<file path="src/rtl/four_bit_adder_full_adder.sv">
// full_adder: one-bit full adder cell for the ripple chain
module full_adder (
  input  logic a,
  input  logic b,
  input  logic ci,
  output logic s,
  output logic co
);
  assign s  = a ^ b ^ ci;
  assign co = (a & b) | (ci & (a ^ b));
endmodule

</file>
<file path="src/rtl/four_bit_adder.sv">
// four_bit_adder: registered ripple-carry adder, sum = a + b + cin with carry-out in the MSB
module four_bit_adder #(
  parameter int WIDTH = 4
) (
  input  logic             clk,
  input  logic             rst,
  input  logic [WIDTH-1:0] a,
  input  logic [WIDTH-1:0] b,
  input  logic             cin,
  output logic [WIDTH:0]   sum
);
  logic [WIDTH:0]   c;
  logic [WIDTH-1:0] s;
  assign c[0] = cin;
  for (genvar i = 0; i < WIDTH; i++) begin : g_fa
    full_adder u_fa (.a(a[i]), .b(b[i]), .ci(c[i]), .s(s[i]), .co(c[i+1]));
  end
  always_ff @(posedge clk)
    sum <= rst ? '0 : {c[WIDTH], s};
endmodule

</file>
<file path="config.mk">
export PLATFORM = sky130hd
export DESIGN_NAME = four_bit_adder
export DESIGN_NICKNAME = d
export VERILOG_FILES = /design/src/rtl/four_bit_adder_full_adder.sv /design/src/rtl/four_bit_adder.sv
export SDC_FILE = /design/constraint.sdc
export NUM_CORES = 1
export LEC_CHECK = 0
export CORE_AREA = 3 3 40 42
export CTS_BUF_LIST = sky130_fd_sc_hd__clkbuf_4
export CTS_CLUSTER_SIZE = 10
export DETAILED_ROUTE_END_ITERATION = 8
export DIE_AREA = 0 0 43 45
export PLACE_DENSITY = 0.5
export SLEW_MARGIN = 15
export SYNTH_ARGS = -nofsm -noshare
export SYNTH_HDL_FRONTEND = slang
export SYNTH_HIERARCHICAL = 1
export SYNTH_SLANG_ARGS = --single-unit
</file>
<file path="constraint.sdc">
create_clock -name clk -period 4.7 [get_ports clk]
set_input_delay 0.47 -clock clk [delete_from_list [all_inputs] [get_ports clk]]
set_output_delay 0.47 -clock clk [all_outputs]
set_load 0.01 [all_outputs]
</file>
==> reports/results.txt, run 1 <==
clock net sink count - 5
initial antenna violation count - 0
standard cell with the maximum stage delay on the critical path - sky130_fd_sc_hd__fa_1
number of antenna repair diodes - 0
gpl congestion - 0.6424
crit path from - a[0]
remaining design rule violation count - 0
effective utilization at floorplan - 16.46%
number of buffers inserted during clock tree synthesis - 3
count of maximum capacitance violations - 0
total number of placement rows - 13
worst min-delay path category - input port to flop
Max Fclk - 389.1 MHz
maximum level of the CTS H-tree - 1
overall die width - 43 µm
global-route wire length before repair - 724 µm
pwr/cell area - 323.4 mW/mm²
Syn Std Cell Area - 211.5 µm²
core box area - 0.001285 mm²
number of gates resized after CTS - 0
worst hold start - rst
# nets final - 49
setup repair after global routing missed its margin - no
CP endpoint kind - flop
arrival time at the worst endpoint - 2.69 ns
startpoint type of the worst setup path - input port
crit path kind - input port to flop
Total GRT Usage - 5.961%
Mean Syn Cell Area - 15.10 µm²
count of pins over their slew limit - 0
Initial DRC Count - 0
sequential-to-total area share from yosys stat - 47.34%
Setup Total Neg Slack - 0 ns
max reg flops - 5
Final Hold Vio Count - 0
# port buffers - 15
relative area change from synthesis to final layout - 94.08%
via count of the first global-routing pass - 212
total number of vias - 166
minimum clock period - 2.570 ns
number of different library cells in the post-synthesis netlist - 3
result of the run - finished, final reports clean
chip height - 45 µm
antenna violation net count after detailed routing - 0
layout cell share with drive strength beyond 1 - 12.12%
total grt overflow - 0
normalized max-slew margin - 88.55%
maximum fanout along the worst path - 1
top cell type's share of synthesized area - 47.34%
share of the cycle needed by the critical path after routing - 54.68%
cell types occupying the most area after synthesis - sky130_fd_sc_hd__dfxtp_1 47%, sky130_fd_sc_hd__fa_1 38%, sky130_fd_sc_hd__nor2b_1 15%
number of synthesized register bits - 5
maximum vdd drop - 69.52 µV
Clock Tree Buf Depth - 2
Synth area leader - sky130_fd_sc_hd__dfxtp_1
post-CTS setup buffer count - 0
post-synthesis instance total - 14
Crit path largest cell delay - 0.45 ns
required time of the worst setup path - 4.82 ns
final core utilization - 31.94%
Yosys warning count - 6
final-report setup violation count - 0
CP cell instances - clkdlybuf4s50_1 -> fa_1 -> fa_1 -> fa_1 -> fa_1 -> nor2b_1
register containing the most flip-flops in the final layout - sum
syn nets - 29
area of the die - 0.001935 mm²
routed length per placed instance - 8.875 µm
Avg Vias per Cell - 3.458
clock-pin slew on the worst setup and hold paths - 0.04 ns
# hold bufs at CTS - 0
Worst Tran Pin Value - 0.1712 ns
pin count of the biggest net entering global routing - 6
Largest regs - sum (5)
CTS tree - built
Top cell by count, worst path - sky130_fd_sc_hd__fa_1
Pre-antenna DRT Iters - 1
Leakage - 0.0001576 µW
count of boundary I/O pins - 16
sum of routed wire length over all layers - 426 µm
Clock Tree Root - sky130_fd_sc_hd__clkbuf_4
report_power, final:
part,total (µW),internal (µW),switching [µW]
Clock,53.5,37.7,15.7
Combinational,30.8,20.7,10.1
Sequential,48.4,47.4,1.02
path summary, 6_finish.rpt:
path                  to  depth (start not counted)  slack (ns)
setup / recovery  sum[3]                          6        2.13
hold / removal    sum[0]                          2        0.88
worst max-delay path: cells and delay by family:
| family | cells | cell delay (ns) |
|---|---|---|
| simple gates | 1 | 0.13 |
| buf+inv | 1 | 0.43 |
| fa+ha+maj | 4 | 1.65 |
cells in the final DEF, fill, tap and decap left out, drive strengths merged:
cell type and count:
fa 4, clkdlybuf4s50 15, nor2b 5, clkbuf 4
dfxtp 5
final cells by class:
| type | instances | area (µm²) |
|---|---|---|
| Clock buffer | 4 | 30.03 |
| Fill cell | 133 | 874.6 |
| Multi-Input combinational cell | 9 | 111.4 |
| Sequential cell | 5 | 100.1 |
| Tap cell | 15 | 18.77 |
| Timing Repair Buffer | 15 | 150.1 |
logic make-up after synthesis:
logic type	share of synthesized area, %
adders and majority gates	37.87
DFF	47.34
and+or+nand+nor	14.79
synth_stat cells:
| cell type | count |
|---|---|
| sky130_fd_sc_hd__nor2b_1 | 5 |
| sky130_fd_sc_hd__fa_1 | 4 |
| sky130_fd_sc_hd__dfxtp_1 | 5 |
layer usage:
metal	GRT usage (%)	part of all wire, %	vias to the layer above
li1	-	-	79
met1	4.691	34	67
met2	8.982	42	18
met3	2.789	20	2
met4	9.036	4.0	0
met5	0	0	-
metrics by stage:
stage	cell area (µm²)	instances	total power, µW	hold slack (ns)	setup slack, ns
after floorplan	211.5	14	59.13	0.5416	2.399
after detailed placement	380.4	44	80.98	1.129	1.864
after global routing	410.4	48	139.6	0.9332	2.056
after CTS	410.4	48	136.5	0.8832	2.118
after global placement	380.4	44	80.27	1.119	1.890
final	410.4	48	132.7	0.8789	2.130
(Power assumes the default switching activity.)
==> run 2: changes to the inputs <==
Clock period 4.7 ns to 2.6 ns, I/O delays scaled along.
==> run 2 against run 1 <==
Net effect:
- die area stayed put
- global-route usage is 0.58 points lower
- cell count stayed put
- sequential cell count stayed put
- first-iteration DRC count is 3 higher
- wire length is 0.47% lower
==> reports/results.txt, run 2 (synthesis gave the netlist of run 1 again) <==
number of antenna repair diodes - 0 (unchanged)
Total GRT Usage - 5.378% (-0.58 points)
setup repair after global routing missed its margin - no
cell count after placement - 44 (unchanged)
required time of the worst setup path - 2.72 ns (-2.10 ns)
maximum level of the CTS H-tree - 1 (unchanged)
most common cell after layout, fill and taps aside - sky130_fd_sc_hd__clkdlybuf4s50_1
remaining design rule violation count - 0 (unchanged)
number of gates resized after CTS - 0 (unchanged)
total number of vias - 172 (+3.6%)
Final Hold Vio Count - 0 (unchanged)
maximum fanout along the worst path - 1 (unchanged)
fillers - 137 (+3.0%)
# nets final - 49 (unchanged)
crit path kind - input port to flop
area of the die - 0.001935 mm² (unchanged)
count of pins over their slew limit - 0 (unchanged)
Avg Vias per Cell - 3.583 (+3.6%)
pwr/cell area - 584.3 mW/mm² (+81%)
overall die width - 43 µm (unchanged)
clock-pin slew on the worst setup and hold paths - 0.04 ns (about the same)
crit path from - a[0]
worst-case setup slack after placement - -0.005901 ns (-1.870 ns)
Clock Tree Buf Depth - 2 (unchanged)
routed length per placed instance - 8.833 µm (-0.47%)
highest-count cells in the layout ignoring fill and taps - 15 x sky130_fd_sc_hd__clkdlybuf4s50_1, 5 x sky130_fd_sc_hd__nor2b_1, 5 x sky130_fd_sc_hd__dfxtp_1
Worst Tran Pin Value - 0.1701 ns (-0.001109 ns)
CP endpoint kind - flop
worst path setup slack after routing - 0.2448 ns (-1.885 ns)
gpl congestion - 0.6264 (-2.5%)
sum of routed wire length over all layers - 424 µm (-0.47%)
sequential standard cell area - 100.1 µm² (unchanged)
clock net sink count - 5 (unchanged)
layout cell share with drive strength beyond 1 - 12.12% (unchanged)
Max Fclk - 424.6 MHz
startpoint type of the worst setup path - input port
maximum vdd drop - 155.9 µV (+120%)
end point of the critical path - sum[3]
normalized max-slew margin - 88.62% (about the same)
CTS tree - built
antenna violation net count after detailed routing - 0 (unchanged)
global-route wire length before repair - 676 µm (-6.6%)
final-report setup violation count - 0 (unchanged)
arrival time at the worst endpoint - 2.48 ns (-0.21 ns)
relative area change from synthesis to final layout - 94.08% (unchanged)
result of the run - finished, final reports clean
initial antenna violation count - 0 (unchanged)
via count of the first global-routing pass - 182 (-14%)
Leakage - 0.0001576 µW (unchanged)
Setup Total Neg Slack - 0 ns (unchanged)
Largest regs - sum (5)
non-filler instance count after layout - 48 (unchanged)
Clock Tree Root - sky130_fd_sc_hd__clkbuf_4
core box area - 0.001285 mm² (unchanged)
total grt overflow - 0 (unchanged)
count of boundary I/O pins - 16 (unchanged)
total number of placement rows - 13 (unchanged)
count of maximum capacitance violations - 0 (unchanged)
pin count of the biggest net entering global routing - 6 (unchanged)
# port buffers - 15 (unchanged)
chip height - 45 µm (unchanged)
register containing the most flip-flops in the final layout - sum
effective utilization at floorplan - 16.46% (unchanged)
area used by multi-input combinational logic - 111.4 µm² (unchanged)
Pre-antenna DRT Iters - 2 (+1)
minimum clock period - 2.355 ns
max reg flops - 5 (unchanged)
number of buffers inserted during clock tree synthesis - 3 (unchanged)
# hold bufs at CTS - 0 (unchanged)
post-CTS setup buffer count - 0 (unchanged)
worst min-delay path category - input port to flop
Initial DRC Count - 3 (+3)
share of the cycle needed by the critical path after routing - 90.58%
[run 2: cell counts in the layout (fill, tap and decap cells not counted)]
No cell type changed its count.
[run 2: worst min-delay path by stage]
stage               from     end  slack [ns]  depth (start not counted)
finish               rst  sum[0]        0.67                          2
global route         rst  sum[0]        0.70                          2
CTS                  rst  sum[0]        0.67                          2
detailed placement   rst  sum[0]        0.91                          2
global placement     rst  sum[3]        0.91                          2
floorplan            rst  sum[0]        0.33                          1
[run 2: power breakdown]
group	internal, µW	total [µW]	leakage [µW]	switching [µW]
sequential	85.8	87.7	0.0000417	1.99
combinational	37.3	55.7	0.0000975	18.4
clock	68.2	96.4	0.0000184	28.2
[run 2: worst max-delay path, stage by stage]
cell and delay, ns:
sky130_fd_sc_hd__clkdlybuf4s50_1 0.43, sky130_fd_sc_hd__fa_1 0.45, sky130_fd_sc_hd__fa_1 0.39, sky130_fd_sc_hd__fa_1 0.40, sky130_fd_sc_hd__fa_1 0.42, sky130_fd_sc_hd__nor2b_1 0.13
[run 2: layout make-up]
cell class | instances | share of cell area, %
Timing Repair Buffer | 15 | 36.59
Clock buffer | 4 | 7.317
Tap cell | 15 | 4.573
Sequential cell | 5 | 24.39
Multi-Input combinational cell | 9 | 27.13
[run 2: metrics by stage]
step / area, µm² / power (µW) / utilization, % / hold slack [ns]
after floorplan: 211.5 / 106.9 / - / 0.3316
after global placement: 380.4 / 144.8 / 29.60 / 0.9149
after detailed placement: 380.4 / 146.1 / 29.60 / 0.9141
after CTS: 410.4 / 245.9 / 31.94 / 0.6688
after global routing: 410.4 / 253.8 / 31.94 / 0.6954
final: 410.4 / 239.8 / 31.94 / 0.6713
[run 2: per-layer routing]
| metal | part of all wire, % | GRT usage, % | vias up |
|---|---|---|---|
| li1 | - | - | 79 |
| met1 | 32 | 3.960 | 73 |
| met2 | 40 | 8.084 | 18 |
| met3 | 24 | 3.586 | 2 |
| met4 | 3.5 | 7.229 | 0 |
| met5 | 0 | 0 | - |
